==> src/rtl/exe_out_stage.sv <==
// exe_out_stage: registered output stage behind the conversion logic.
// A 2-entry skid buffer (OUT + SKID) sits behind a valid/ready handshake.
// Each word carries {P,E,Z,N} status flags.
// A saturating error counter and a sticky error flag are also kept.
// Optional feature macro: EXE_OUT_PARITY_EN. When it is defined, o_status[3]
// carries the even parity of the word; otherwise o_status[3] is tied to 0.
module exe_out_stage #(
  parameter int WIDTH = 32,
  parameter int CNT_W = 8
) (
  input  logic              i_clk,
  input  logic              i_rst,
  input  logic              i_valid,
  output logic              o_ready,
  input  logic [WIDTH-1:0]  i_result,
  input  logic              i_error,
  output logic              o_valid,
  input  logic              i_ready,
  output logic [WIDTH-1:0]  o_result,
  output logic [3:0]        o_status,
  input  logic              i_clr_cnt,
  output logic [CNT_W-1:0]  o_err_cnt,
  output logic              o_err_sticky
);

  localparam logic [CNT_W-1:0] CNT_MAX = '1;

  logic             out_vld_q, out_vld_d;
  logic             skid_vld_q, skid_vld_d;
  logic [WIDTH-1:0] out_res_q, skid_res_q;
  logic [2:0]       out_st_q, skid_st_q;
  logic [CNT_W-1:0] cnt_q, cnt_d;
  logic             sticky_q, sticky_d;

  logic             in_xfer, out_xfer;
  logic             out_free;
  logic             out_ld_skid, out_ld_in, skid_ld;
  logic [2:0]       in_st;

  assign in_xfer  = i_valid & o_ready;
  assign out_xfer = out_vld_q & i_ready;
  assign out_free = ~out_vld_q | out_xfer;

  // SKID always drains first; a new word cannot arrive then since o_ready=0.
  assign out_ld_skid = out_free & skid_vld_q;
  assign out_ld_in   = out_free & ~skid_vld_q & in_xfer;
  assign skid_ld     = ~out_free & in_xfer;

  // Flags {E, Z, N}; an errored word is never reported as negative.
  assign in_st = {i_error, (i_result == '0), i_result[WIDTH-1] & ~i_error};

  // Next-state for occupancy and the error counter / sticky flag.
  always_comb begin
    out_vld_d  = out_vld_q;
    skid_vld_d = skid_vld_q;
    cnt_d      = cnt_q;
    sticky_d   = sticky_q;
    if (out_free) begin
      if (skid_vld_q) begin
        out_vld_d  = 1'b1;
        skid_vld_d = 1'b0;
      end else begin
        out_vld_d = in_xfer;
      end
    end else if (in_xfer) begin
      skid_vld_d = 1'b1;
    end
    if (i_clr_cnt) begin
      cnt_d    = '0;
      sticky_d = 1'b0;
    end else if (in_xfer && i_error) begin
      sticky_d = 1'b1;
      if (cnt_q != CNT_MAX) begin
        cnt_d = cnt_q + CNT_W'(1);
      end
    end
  end

  // Control state and the visible OUT register, cleared on reset.
  always_ff @(posedge i_clk) begin
    if (i_rst) begin
      out_vld_q  <= 1'b0;
      skid_vld_q <= 1'b0;
      cnt_q      <= '0;
      sticky_q   <= 1'b0;
      out_res_q  <= '0;
      out_st_q   <= '0;
    end else begin
      out_vld_q  <= out_vld_d;
      skid_vld_q <= skid_vld_d;
      cnt_q      <= cnt_d;
      sticky_q   <= sticky_d;
      if (out_ld_skid) begin
        out_res_q <= skid_res_q;
        out_st_q  <= skid_st_q;
      end else if (out_ld_in) begin
        out_res_q <= i_result;
        out_st_q  <= in_st;
      end
    end
  end

  // SKID payload; it is only observed when skid_vld_q is set.
  always_ff @(posedge i_clk) begin
    if (skid_ld) begin
      skid_res_q <= i_result;
      skid_st_q  <= in_st;
    end
  end

`ifdef EXE_OUT_PARITY_EN
  logic in_par;
  logic out_par_q, skid_par_q;

  assign in_par = ^i_result;

  // Parity bit stored alongside each entry, following the same moves as the data.
  always_ff @(posedge i_clk) begin
    if (i_rst) begin
      out_par_q <= 1'b0;
    end else if (out_ld_skid) begin
      out_par_q <= skid_par_q;
    end else if (out_ld_in) begin
      out_par_q <= in_par;
    end
  end

  // SKID parity bit.
  always_ff @(posedge i_clk) begin
    if (skid_ld) begin
      skid_par_q <= in_par;
    end
  end

  assign o_status = {out_par_q, out_st_q};
`else
  assign o_status = {1'b0, out_st_q};
`endif

  assign o_ready      = ~skid_vld_q;
  assign o_valid      = out_vld_q;
  assign o_result     = out_res_q;
  assign o_err_cnt    = cnt_q;
  assign o_err_sticky = sticky_q;

endmodule

==> config.mk <==
export PLATFORM = sky130hd
export DESIGN_NAME = exe_out_stage
export DESIGN_NICKNAME = d
export VERILOG_FILES = /design/src/rtl/exe_out_stage.sv
export SDC_FILE = /design/constraint.sdc
export NUM_CORES = 1
export LEC_CHECK = 0
export CORE_ASPECT_RATIO = 0.75
export CORE_MARGIN = 2
export CORE_UTILIZATION = 50
export CTS_BUF_LIST = sky130_fd_sc_hd__clkbuf_4 sky130_fd_sc_hd__clkbuf_8 sky130_fd_sc_hd__clkbuf_16
export DETAILED_ROUTE_END_ITERATION = 16
export HOLD_SLACK_MARGIN = 0.12
export PLACE_DENSITY = 0.81
export SETUP_SLACK_MARGIN = 0.1
export SYNTH_ARGS = -nofsm -noshare
export SYNTH_HDL_FRONTEND = slang
export SYNTH_SLANG_ARGS = --single-unit
export TNS_END_PERCENT = 50
==> constraint.sdc <==
create_clock -name i_clk -period 5.9 [get_ports i_clk]
set_input_delay 1.18 -clock i_clk [delete_from_list [all_inputs] [get_ports i_clk]]
set_output_delay 1.18 -clock i_clk [all_outputs]
set_load 0.05 [all_outputs]
# After elaboration in Yosys (flattened, before gate mapping)
# Index checks and enable logic that the tools add are counted.
dict set report op_classes {
  eq_ne 1
  reduce_logical 6
  mux 5
  n_addsub 1
  bitwise 12
}
# cell count
set op_table {}
lappend op_table {{$mux 32} 2}
lappend op_table {{$logic_not 32->1} 1}
lappend op_table {{$add 8x1->8 const B} 1}
lappend op_table {{$ne 8x8->1 const B} 1}
lappend op_table {{$and 1x1->1} 7}
lappend op_table {{$mux 3} 2}
lappend op_table {{$not 1->1} 4}
lappend op_table {{$reduce_or 2->1} 2}
lappend op_table {{$reduce_and 2->1} 1}
lappend op_table {{$reduce_bool 2->1} 1}
lappend op_table {{$logic_and 1x1->1} 1}
lappend op_table {{$mux 1} 1}
lappend op_table {{$or 1x1->1} 1}
dict set report word_totals {
  output_inout_bits 47
  word_cells 33
  reg_bits 81
  in_bits 38
}

# Logic depth before layout (Yosys ltp)
dict set report depth {
  ltp_word 6
  mapped_depth 6
  mapped_depth_nobuf 5
}

# Worst setup path after synthesis
# OpenSTA, ideal clock, no wires.
dict set report synth_path {
  path_type {input to register}
  start {in i_ready}
  end {reg skid_res_q[0], enable pin}
  n_path_buf 0
  cell_stages 2
  setup_ps 478
  t_required_ps 5422
  setup_slack_ps 1439
  arrival_time_ps 3983
  cell_sequence {nand2b_4 -> nor3b_1}
}
dict set report synth_via {
  elab_chain_len 4
}
# element line_no
set synth_lines {}
lappend synth_lines {{from (decl)} 18} ;# input logic i_ready,
lappend synth_lines {{$and 1x1->1} 41} ;# assign out_xfer = out_vld_q & i_ready;
lappend synth_lines {{$or 1x1->1} 42} ;# assign out_free = ~out_vld_q | out_xfer;
lappend synth_lines {{$not 1->1} 47} ;# assign skid_ld = ~out_free & in_xfer;
lappend synth_lines {{$and 1x1->1} 47}
lappend synth_lines {{named net skid_ld} 37} ;# logic out_ld_skid, out_ld_in, skid_ld;
lappend synth_lines {{to (signal assigned)} 106} ;# skid_res_q <= i_result;
lappend synth_lines {{to (decl)} 30} ;# logic [WIDTH-1:0] out_res_q, skid_res_q;
# The timed path passes the listed nets, and every way through them passes these cells.
# A chain may end at the register's enable or synchronous reset.

# Worst setup path in the final report
dict set report layout_path {
  start {reg skid_vld_q}
  end {out o_ready}
}
dict set report layout_via {
  elab_chain_len 1
}
# element line_no
set layout_lines {}
lappend layout_lines {{from (decl)} 29} ;# logic skid_vld_q, skid_vld_d;
lappend layout_lines {{from (signal assigned)} 90} ;# skid_vld_q <= skid_vld_d;
lappend layout_lines {{$not 1->1} 140} ;# assign o_ready = ~skid_vld_q;
lappend layout_lines {{to (decl)} 14} ;# output logic o_ready,
# Every way passes these cells.

==> results.cfg <==
[grt]
first_global_vias = 2237
antenna_found_initial = 0
grt_usage = 0.197
grt_pass1_wl_um = 11200
grt_max_degree = 39
overflow = 0

[clock_tree]
cts_num_sinks = 81
h-tree-depth = 3
cts_buffers = 9
hold_buffers = 0
cts_resized = 0
postCtsSetupRepairBufs = 0
cts_root_buf = clkbuf_8
path_clk_slew_ns = 0.08
insertion_delay_ns = 0.35
cts_buffer_depth = 2
tritoncts = done

[timing]
finClkSkew_ns = 0.00790
setup_tns_ns = 0
finalCritPeriodShare = 0.615
max_slew_margin = 0.355
setup_violations = 0
period_needed_ns = 3.63
fmax_mhz = 276
grt_setup_unrepaired = no
timing_hold_violations_final = 0
worstMarginPinSlew_ns = 0.968
maxSlewViolCount = 0

[power_and_ir_drop]
vdd_drop_max_v = 0.000217
leakage_uw = 0.00139
p_per_area_nw_per_um2 = 284

[floorplanning]
io_pins = 85
start_util = 0.510
die_h_um = 75.6
rows = 26
die-area_um2 = 7520
core_um2 = 6700
fp.dieW_um = 99.4

[logic_synthesis]
synth_area_um2 = 3420
synth_nets = 309
ys_seq_area_frac = 0.577
synth_edf_count = 35
yosysUniqueCellTypes = 45
ys_async_sr_fraction = 0
synth_ff_type = dfxtp_1
synth_warnings = 0
syn_area_per_cell_um2 = 12.7
netlist_instances = 270
ys_ff_latch = 81

[routing]
drt-vias-per-instance = 5.58
drtAntennaViolNets = 0
drtIter0Drc = 94
drt_wl_total_um = 7160
routedWlPerCell_um = 16.5
vias = 2414
drc_errors = 0
first_pass_iters = 4

[run_status]
status = finished clean

[worst_setup_path]
end_kind = output port
crit_required_ns = 4.72
path_class = reg2out
critPathMaxFanout = 36
arrival_ns = 2.45
critical_path.startpoint_type = register

[min_path]
hold_path.class = reg2reg

[cells_and_area]
synthToLayoutAreaGrowth_pct = 29.6
post-route-util = 0.661
most-common-layout-cells = clkdlybuf4s50_1 (82), dfxtp_1 (46), nand2_1 (38)
regArea_um2 = 1970
antennaDiodeCount = 0
final_common_cell = clkdlybuf4s50_1
layout-drive-gt1-share = 0.215
multiInputGateArea_um2 = 1280
finalNetCount = 383
num-fill-cells = 550

[placement]
io_buffers = 83
hpwl_um = 4740
place_congestion = 0.720

[job]
max_cap_violations = 0
-- metrics by stage --
step | instances | hold slack (ns) | total power, µW | setup WS (ns) | cell area (µm²)
floorplan | 270 | 0.559 | 757 | 1.44 | 3420
global placement | 417 | 0.436 | 827 | 2.68 | 4210
detailed placement | 417 | 0.443 | 830 | 2.65 | 4210
CTS | 433 | 0.453 | 1270 | 2.26 | 4430
global route | 433 | 0.476 | 1300 | 2.14 | 4430
finish | 433 | 0.451 | 1260 | 2.27 | 4430
-- where the power goes --
part | total [µW] | switching, µW | internal [µW]
Clock | 441 | 194 | 247
Sequential | 618 | 11.2 | 607
Combinational | 198 | 123 | 75.1
-- layout make-up --
class                      instances  area share
clock inverter                     5      0.0181
tap                               84      0.0237
inverter                           3     0.00254
multi-input combinational        164       0.289
sequential                        81       0.445
clock buffer                      11      0.0314
timing repair buffer              85       0.190
-- kinds of logic after synthesis --
logic type	Yosys count	synth area share
flip-flops	81	0.577
adder cells (fa/ha/maj)	1	0.00366
XOR/XNOR	2	0.00513
other	1	0.00110
AO/OA/AOI/OAI	82	0.240
multiplexers	3	0.00879
AND/OR/NAND/NOR	75	0.114
buffers and inverters	25	0.0506
-- metal layers --
layer  wire length (µm)  GRT usage  share of wire  vias up
met4                 47     0.0776         0.0066        0
met5                  0          0              0        -
met2               3310      0.312           0.46       80
met1               3420      0.260           0.48     1150
met3                385     0.0578          0.054        6
li1                   -          -              -     1178
-- path summary, 6_finish.rpt --
| kind | end | depth (start not counted) | slack [ns] | start |
|---|---|---|---|---|
| worst min-delay path | o_result[3] | 2 | 0.45 | o_result[3] |
| worst max-delay path | o_ready | 2 | 2.27 | skid_vld_q |
| worst max register to register | out_st_q[1] | 3 | 3.97 | skid_vld_q |
| worst min register to register | o_result[3] | 2 | 0.45 | o_result[3] |
-- worst max-delay path, cell delays in order (launching register included) --
cell and delay [ns]:
dfxtp_1 0.40, inv_2 0.72, clkdlybuf4s50_1 0.95
-- Yosys cell counts (2+ instances only) --
cell type	number	area [µm²]
o221ai_1	4	35.0
nand4_1	2	12.5
nand3_1	2	10.0
xnor2_1	2	17.5
a211oi_1	2	15.0
nand2b_1	2	12.5
a21oi_1	23	115
a31oi_1	3	18.8
a21oi_2	13	114
mux2i_1	3	30.0
o221ai_2	30	450
buf_6	4	45.0
and4b_1	2	20.0
buf_2	6	30.0
clkbuf_1	5	18.8
nor2_1	8	30.0
buf_4	5	37.5
inv_1	2	7.51
nor3_1	2	10.0
edfxtp_1	35	1050
buf_8	2	30.0
nor4_1	7	43.8
nand2_1	38	143
dfxtp_1	46	921
and3_1	2	12.5
-- registers in the layout (all words and copies together), names as in the netlist --
| name | flops |
|---|---|
| o_err_cnt | 8 |
| skid_st_q | 3 |
| skid_vld_q | 1 |
| o_result | 32 |
| out_st_q | 3 |
| o_err_sticky | 1 |
| o_valid | 1 |
| skid_res_q | 32 |
No activity file was read; power rests on OpenSTA's default activity.
